**src/rtl/rocc_cmd_responder_pkg.sv**
```systemverilog
// rtl/rocc_cmd_responder_pkg.sv - shared funct codes, response type and error word
package dana_rocc_pkg;

  localparam logic [6:0] FUNCT_SET_ASID   = 7'd0;
  localparam logic [6:0] FUNCT_NEW_TID    = 7'd1;
  localparam logic [6:0] FUNCT_WRITE_DATA = 7'd2;
  localparam logic [6:0] FUNCT_READ_DATA  = 7'd3;
  localparam logic [6:0] FUNCT_CLEAR_INT  = 7'd4;

  // Data word returned for every illegal or failed command
  localparam logic [63:0] RESP_ERROR = 64'hFFFF_FFFF_FFFF_FFFF;

  typedef struct packed {
    logic [4:0]  rd;
    logic [63:0] data;
  } rocc_resp_t;

endpackage

```
**src/rtl/rocc_cmd_responder_if.sv**
```systemverilog
// rtl/rocc_cmd_responder_if.sv - ready/valid channel carrying one RoCC response
interface rocc_cmd_responder_if;
  import dana_rocc_pkg::*;

  logic       valid;
  logic       ready;
  rocc_resp_t bits;

  modport master (output valid, output bits, input ready);
  modport slave  (input valid, input bits, output ready);

endinterface

```
**src/rtl/rocc_cmd_responder_resp_queue.sv**
```systemverilog
// rtl/rocc_cmd_responder_resp_queue.sv - registered FIFO of RoCC responses with occupancy count
module rocc_resp_queue
  import dana_rocc_pkg::*;
#(
  parameter int DEPTH = 2
) (
  input  logic                         clk,
  input  logic                         reset,
  rocc_cmd_responder_if.slave          enq,
  rocc_cmd_responder_if.master         deq,
  output logic [$clog2(DEPTH+1)-1:0]   o_count
);

  localparam int PTR_W = $clog2(DEPTH);
  localparam int CNT_W = $clog2(DEPTH + 1);

  rocc_resp_t       r_mem [DEPTH];
  logic [PTR_W-1:0] r_wr_ptr;
  logic [PTR_W-1:0] r_rd_ptr;
  logic [CNT_W-1:0] r_count;

  logic w_full;
  logic w_empty;
  logic w_push;
  logic w_pop;

  assign w_full  = (r_count == CNT_W'(DEPTH));
  assign w_empty = (r_count == '0);
  assign w_push  = enq.valid && !w_full;
  assign w_pop   = !w_empty && deq.ready;

  assign enq.ready = !w_full;
  assign deq.valid = !w_empty;
  // Output is driven straight from storage; zero when nothing is queued
  assign deq.bits  = w_empty ? '0 : r_mem[r_rd_ptr];
  assign o_count   = r_count;

  // Pointers wrap naturally because DEPTH is a power of two
  always_ff @(posedge clk or posedge reset) begin
    if (reset) begin
      r_wr_ptr <= '0;
      r_rd_ptr <= '0;
      r_count  <= '0;
    end else begin
      if (w_push) r_wr_ptr <= r_wr_ptr + PTR_W'(1);
      if (w_pop)  r_rd_ptr <= r_rd_ptr + PTR_W'(1);
      if (w_push && !w_pop)      r_count <= r_count + CNT_W'(1);
      else if (!w_push && w_pop) r_count <= r_count - CNT_W'(1);
    end
  end

  // Entry storage; contents are only observed while the count covers them
  always_ff @(posedge clk) begin
    if (w_push) r_mem[r_wr_ptr] <= enq.bits;
  end

endmodule

```
**src/rtl/rocc_cmd_responder.sv**
```systemverilog
// rtl/rocc_cmd_responder.sv - RoCC command decode, TID slots, data store and buffered responses
module rocc_cmd_responder
  import dana_rocc_pkg::*;
#(
  parameter int NUM_TIDS   = 4,
  parameter int RESP_DEPTH = 2,
  parameter int ASID_W     = 16
) (
  input  logic        clk,
  input  logic        reset,
  input  logic        io_cmd_valid,
  output logic        io_cmd_ready,
  input  logic [6:0]  io_cmd_bits_inst_funct,
  input  logic [4:0]  io_cmd_bits_inst_rs2,
  input  logic [4:0]  io_cmd_bits_inst_rs1,
  input  logic        io_cmd_bits_inst_xd,
  input  logic        io_cmd_bits_inst_xs1,
  input  logic        io_cmd_bits_inst_xs2,
  input  logic [4:0]  io_cmd_bits_inst_rd,
  input  logic [6:0]  io_cmd_bits_inst_opcode,
  input  logic [63:0] io_cmd_bits_rs1,
  input  logic [63:0] io_cmd_bits_rs2,
  output logic        io_resp_valid,
  input  logic        io_resp_ready,
  output logic [4:0]  io_resp_bits_rd,
  output logic [63:0] io_resp_bits_data,
  output logic        io_busy,
  input  logic        io_s,
  output logic        io_interrupt
);

  localparam int TID_W = (NUM_TIDS > 1) ? $clog2(NUM_TIDS) : 1;
  localparam int CNT_W = $clog2(RESP_DEPTH + 1);

  logic [ASID_W-1:0]   r_asid;
  logic [NUM_TIDS-1:0] r_slot_valid;
  logic [63:0]         r_data_store [NUM_TIDS];
  logic                r_interrupt;

  logic             w_accept;
  logic [TID_W-1:0] w_tid;
  logic [TID_W-1:0] w_free_tid;
  logic             w_any_free;
  logic             w_err;
  logic             w_set_asid;
  logic             w_alloc;
  logic             w_write;
  logic             w_read;
  logic             w_clear_int;
  logic [63:0]      w_data;
  logic [CNT_W-1:0] w_count;
  logic             w_unused;

  rocc_cmd_responder_if enq_if ();
  rocc_cmd_responder_if deq_if ();

  rocc_resp_queue #(
    .DEPTH (RESP_DEPTH)
  ) u_resp_queue (
    .clk     (clk),
    .reset   (reset),
    .enq     (enq_if.slave),
    .deq     (deq_if.master),
    .o_count (w_count)
  );

  // Acceptance depends only on the registered occupancy, never on a same-cycle dequeue
  assign io_cmd_ready = !reset && enq_if.ready;
  assign w_accept     = io_cmd_valid && io_cmd_ready;
  assign w_tid        = io_cmd_bits_rs1[TID_W-1:0];

  assign enq_if.valid = w_accept && io_cmd_bits_inst_xd;
  assign enq_if.bits  = {io_cmd_bits_inst_rd, w_data};

  assign deq_if.ready      = io_resp_ready;
  assign io_resp_valid     = deq_if.valid;
  assign io_resp_bits_rd   = deq_if.bits.rd;
  assign io_resp_bits_data = deq_if.bits.data;

  assign io_busy      = (w_count != '0);
  assign io_interrupt = r_interrupt;

  // Instruction fields that play no part in decoding
  assign w_unused = ^{io_cmd_bits_inst_rs2, io_cmd_bits_inst_rs1, io_cmd_bits_inst_xs1,
                      io_cmd_bits_inst_xs2, io_cmd_bits_inst_opcode,
                      io_cmd_bits_rs1[63:ASID_W]};

  // Priority allocator: the lowest-numbered free slot wins
  always_comb begin
    w_any_free = 1'b0;
    w_free_tid = '0;
    for (int i = NUM_TIDS - 1; i >= 0; i--) begin
      if (!r_slot_valid[i]) begin
        w_any_free = 1'b1;
        w_free_tid = TID_W'(i);
      end
    end
  end

  // Decode funct into state updates and the response data word
  always_comb begin
    w_err       = 1'b0;
    w_set_asid  = 1'b0;
    w_alloc     = 1'b0;
    w_write     = 1'b0;
    w_read      = 1'b0;
    w_clear_int = 1'b0;
    w_data      = '0;
    case (io_cmd_bits_inst_funct)
      FUNCT_SET_ASID: begin
        if (io_s) w_set_asid = 1'b1;
        else      w_err      = 1'b1;
      end
      FUNCT_NEW_TID: begin
        if (w_any_free) begin
          w_alloc = 1'b1;
          w_data  = 64'({r_asid, 16'(w_free_tid)});
        end else begin
          w_err = 1'b1;
        end
      end
      FUNCT_WRITE_DATA: begin
        if (r_slot_valid[w_tid]) w_write = 1'b1;
        else                     w_err   = 1'b1;
      end
      FUNCT_READ_DATA: begin
        if (r_slot_valid[w_tid]) begin
          w_read = 1'b1;
          w_data = r_data_store[w_tid];
        end else begin
          w_err = 1'b1;
        end
      end
      FUNCT_CLEAR_INT: w_clear_int = 1'b1;
      default:         w_err       = 1'b1;
    endcase
    if (w_err) w_data = RESP_ERROR;
  end

  // ASID, slot ownership and the sticky interrupt commit at the acceptance edge
  always_ff @(posedge clk or posedge reset) begin
    if (reset) begin
      r_asid       <= '0;
      r_slot_valid <= '0;
      r_interrupt  <= 1'b0;
    end else if (w_accept) begin
      if (w_set_asid) r_asid <= io_cmd_bits_rs1[ASID_W-1:0];
      if (w_alloc)    r_slot_valid[w_free_tid] <= 1'b1;
      if (w_read)     r_slot_valid[w_tid] <= 1'b0;
      if (w_err)            r_interrupt <= 1'b1;
      else if (w_clear_int) r_interrupt <= 1'b0;
    end
  end

  // Per-slot data words; a fresh allocation starts from zero
  always_ff @(posedge clk or posedge reset) begin
    if (reset) begin
      for (int i = 0; i < NUM_TIDS; i++) r_data_store[i] <= '0;
    end else if (w_accept) begin
      if (w_alloc) r_data_store[w_free_tid] <= '0;
      if (w_write) r_data_store[w_tid] <= io_cmd_bits_rs2;
    end
  end

endmodule

```
**config.mk**
```make
export PLATFORM = sky130hd
export DESIGN_NAME = rocc_cmd_responder
export DESIGN_NICKNAME = d
export VERILOG_FILES = /design/src/rtl/rocc_cmd_responder_pkg.sv /design/src/rtl/rocc_cmd_responder_if.sv /design/src/rtl/rocc_cmd_responder_resp_queue.sv /design/src/rtl/rocc_cmd_responder.sv
export SDC_FILE = /design/constraint.sdc
export NUM_CORES = 1
export LEC_CHECK = 0
export ABC_AREA = 1
export CELL_PAD_IN_SITES_DETAIL_PLACEMENT = 1
export CELL_PAD_IN_SITES_GLOBAL_PLACEMENT = 1
export CORE_ASPECT_RATIO = 1.25
export CORE_UTILIZATION = 35
export CTS_BUF_LIST = sky130_fd_sc_hd__clkbuf_4
export DETAILED_ROUTE_END_ITERATION = 10
export GPL_TIMING_DRIVEN = 0
export PLACE_DENSITY_LB_ADDON = 0.3
export SYNTH_ARGS = -nofsm -noshare
export SYNTH_HDL_FRONTEND = slang
export SYNTH_HIERARCHICAL = 1
export SYNTH_SLANG_ARGS = --single-unit
```
**constraint.sdc**
```tcl
create_clock -name clk -period 25.6 [get_ports clk]
set_clock_uncertainty 0.2 [all_clocks]
set_input_delay 6.4 -clock clk [delete_from_list [all_inputs] [get_ports clk]]
set_output_delay 6.4 -clock clk [all_outputs]
set_load 0.02 [all_outputs]
```
* Word-level counts from Yosys, hierarchy flattened
Memory sizes are Yosys's and may differ from the RTL's.
Index checks and enable logic that the tools add are counted.
** Storage, ports and cells
- Register bits :: 281
- Bits in writable memories :: 138
- Bits of input ports :: 165
- Logic and storage cells :: 110
- Memories kept :: 1
** Memory list
- u_resp_queue.r_mem :: words 2, bits a word 69, read ports 1, clocked after Yosys merged registers in 0, write ports 1, RTL line rocc_cmd_responder_resp_queue.sv:17 : rocc_resp_t r_mem [DEPTH];
** Operators by class
- $add $sub $neg :: 4
- Magnitude comparators :: 8
- Equal/unequal tests :: 5
- Multiplexer cells :: 51
- Bitwise operators :: 7
- Reductions and logical operators :: 24
** Operators with widths (number)
- $mux W256 :: 3
- $mux W64 :: 6
- $and A256 B256 Y256 :: 1
- $bwmux W256 :: 1
- $demux W64 S2 :: 2
- $not A256 Y256 :: 1
- $bmux W64 S2 :: 1
- $pmux W64 S2 :: 1
- $mux W69 :: 1
- $mux W32 :: 1
- $mux W1 :: 22
- $eq A7 B2 Y1 const B :: 2
- $mux W2 :: 6
- $mux W4 :: 3
- $logic_and A1 B1 Y1 :: 11
- $eq A7 B1 Y1 const B :: 1
- $eq A7 B3 Y1 const B :: 1
- $logic_not A7 Y1 :: 1
- $ge A3 B3 Y1 const B :: 2
- $lt A2 B3 Y1 const B :: 2
- $lt A3 B1 Y1 const B :: 2
- $not A2 Y3 :: 2
- $reduce_bool A2 Y1 :: 3
- $logic_not A1 Y1 :: 5
- 14 further kinds :: 18

* Depth between registers and ports, before layout
Gate-level depths: netlist (run 1).
- Depth in word-level cells :: 15
- Depth in mapped cells :: 16
- Gate-level depth less buffers :: 14

* Cells and area by module
The synthesis (run 1) kept the hierarchy.
** Modules (own cells, without submodules)
- rocc_cmd_responder :: instances 1, cells an instance 1838, area each 13504.2 µm²
- rocc_resp_queue :: instances 1, cells an instance 398, area each 5416.4 µm²

* Worst setup path before layout (run 1)
No wires, ideal clock.
- Path kind :: input port to output port
- Start point :: in reset
- End point :: out io_cmd_ready
- Data arrival time :: 6722 ps
- Data required time :: 19000 ps
- Path slack :: 12278 ps
- Cell stages on the path :: 1
- Path buffers :: 0
- Cells stage by stage :: nor2_1
** Between the ends
- Word-level cells in the longest chain between the ends :: 2
** RTL lines
- start: declaration :: RTL line rocc_cmd_responder.sv:10 : input logic reset,
- $logic_not A1 Y1 (no line)
- $logic_and A1 B1 Y1 :: RTL line rocc_cmd_responder.sv:68 : assign io_cmd_ready = !reset && enq_if.ready;
- end: declaration :: RTL line rocc_cmd_responder.sv:12 : output logic io_cmd_ready,
Every way passes these cells.

* Worst setup path after layout (run 1)
Same ends and word-level chain as after synthesis.

==> results of run 1 <==
-- metal layers --
metal | global-route usage [%] | wire length [um]
met2 | 40.2 | 31100
met3 | 3.02 | 2820
met4 | 10.1 | 2000
met5 | 0 | 0
met1 | 29.2 | 26900
-- cell families after synthesis --
kind of cell / count (synthesis) / share of synthesized area [%]
AND/OR/NAND/NOR: 1398 / 29.4
flip-flops: 419 / 59.1
AO/OA/AOI/OAI: 168 / 5.64
XOR/XNOR: 2 / 0.0926
buffers and inverters: 248 / 5.71
adder cells (fa/ha/maj): 1 / 0.0661
-- through the flow --
step	power, W	instances	worst slack [ns]	hold WS [ns]	utilization, %
after floorplan	0.000991	2236	11.36	0.242	-
after global placement	0.00121	3125	7.78	0.254	40.6
after detailed placement	0.00122	3131	11.20	0.259	40.9
after CTS	0.00175	3306	11.20	0.275	43.1
after global routing	0.00181	3307	11.13	0.295	43.1
final	0.00172	3307	11.22	0.272	43.1
-- layout make-up --
class	count	area share [%]
Timing Repair Buffer	175	8.05
Buffer	136	2.88
Multi-Input combinational cell	1569	29.2
Inverter	112	1.88
Sequential cell	419	48.9
Antenna cell	1	0.0109
Clock buffer	136	4.46
Clock inverter	39	0.722
Tap cell	720	3.94
-- synthesized netlist by cell type, drive strengths merged --
master,n
a21oi,71
a22oi,75
buf,88
clkbuf,48
clkinv,1
dfrtp,281
edfxtp,138
ha,1
inv,111
nand2,1109
nand3,175
nand3b,1
nand4,22
nor2,88
nor3,2
o21ai,21
o22ai,1
or2,1
xnor2,1
xor2,1
-- power groups by stage --
stage	clock (W)	combinational [W]	sequential, W
2_1_floorplan	0	0.000255	0.000736
3_3_place_gp	0	0.000472	0.000738
3_5_place_dp	0	0.000486	0.000737
4_1_cts	0.000537	0.000488	0.000724
5_1_grt	0.000567	0.000518	0.000726
6_report	0.000521	0.000479	0.000724
-- sequential cells by signal, summed over array words and instances, names as in the netlist --
name	flops
r_data_store	256
r_asid	16
io_interrupt	1
u_resp_queue/o_count	2
u_resp_queue/r_rd_ptr	1
u_resp_queue/r_wr_ptr	1
u_resp_queue/r_mem	138
r_slot_valid	4
-- critical path, cell delays in order --
cell and delay [ns]:
clkdlybuf4s50_1 0.56, nor2_1 0.20, clkdlybuf4s50_1 0.62
-- final timing paths --
path	from	to
hold / removal	r_data_store[217]$_DFFE_PP0P_	r_data_store[217]$_DFFE_PP0P_
setup / recovery	reset	io_cmd_ready
max in group asynchronous	reset	r_data_store[62]$_DFFE_PP0P_
min in group asynchronous	reset	u_resp_queue/r_wr_ptr$_DFFE_PP0P_
hold reg to reg	r_data_store[217]$_DFFE_PP0P_	r_data_store[217]$_DFFE_PP0P_
setup reg to reg	u_resp_queue/o_count[0]$_DFFE_PP0P_	u_resp_queue/r_mem[1][15]$_DFFE_PP_
==> out/results.tsv, run 1 <==
metric	value	unit
drtAntennaViolNets	0	
numPortBuffers	169	
ys_types	30	
leakage	10.9	nW
synthTopCellsByArea	dfrtp_1, nand2_1, edfxtp_1, nand3_1, a22oi_1	
fin_area	22900	um^2
rows	94	
vias_per_cell	4.91	
vdd_drop_max	0.0000354	V
grt_usage	23.2	%
slew_viol_final	0	
setup_viol	0	
die_y	262	um
rsz0062_at_grt	no	
vias	16200	
period_needed	14.38	ns
combinationalPowerShare	27.8	%
syn_nets	2402	
place.detailed.hpwl	45200	um
die_x	210	um
cts_root_buffer	clkbuf_4	
p_int	0.00115	W
synthCells	2236	
final-seq-area	11200	um^2
start_kind	input port	
dr.pass1.iters	5	
drc_errors	0	
start_util	35.7	%
synth_seq_cells	419	
synth_area	18900	um^2
crit_required	19.00	ns
drt-initial-drc-count	925	
outcome	finished, final reports clean	
worst_slew_pin_slew	0.982	ns
ys_seq_area_share	59.1	%
period_share	56.2	%
maxCapViolations	0	
gp_congestion	0.855	
cp_max_fo	3	
cts_max_path_buffers	3	
reg2reg_depth	12	
wl	62800	um
core	53000	um^2
final_common_cell	nand2_1	
relSlewSlack	34.6	%
die_area	55000	um^2
cts_buffers	102	
cts_resized	0	
dpl_cell_area	21700	um^2
pwr-share-seq	42.0	%
cts_hold_buffers	0	
max_freq	69.5	MHz
post-synth-top-area-cell	dfrtp_1	
hp-class	register to register	
yosys_warnings	6	
grt_max_degree	125	
clock_latency	0.82	ns
hold_depth	2	
rrSetupSlack	21.40	ns
crit_type	input port to output pin	
drive_gt1_share	9.63	%
clock_power_share	30.2	%
io_pins	238	
hold_violations	0	
grt_overflow_total	0	
synth_top_area_share	37.2	%
wl_per_cell	19.0	um
swShare	33.5	%
tns	0	ns
worstSetupEndpointType	output pin	
layout.filler_cells	6331	
most-common-layout-cells	nand2_1, dfrtp_1, nand3_1	
critPathArrivalTime	7.78	ns
area_growth	20.9	%
power.switching	0.000577	W
power_density	75.4	nW/um^2
syn_area_per_cell	8.46	um^2
nets	2681	
grt_pass1_wl	96900	um
h-tree-depth	3	
first_global_vias	17100	
post-cts-setup-buffer-count	0	
clk_pin_slew	0.06	ns
multi_input_area	6680	um^2
cts.sinks	419	
cts_tree	built	
antenna_found_initial	1	
Note: power is estimated with default switching activity, not from simulation.
==> run 2: changes to the inputs <==
Clock period 25.6 ns to 12.95 ns, I/O delays scaled along.
==> results of run 2 <==
Same layout as run 1 (identical final DEF). Status: finished, final reports clean.
Among the figures that moved: setup slack after placement 11.20 ns -> 4.88 ns; setup slack after layout 11.22 ns -> 4.90 ns; register-to-register setup slack 21.40 ns -> 8.75 ns; total power 0.00172 W -> 0.00341 W; worst IR drop on VDD 0.0000354 V -> 0.0000699 V
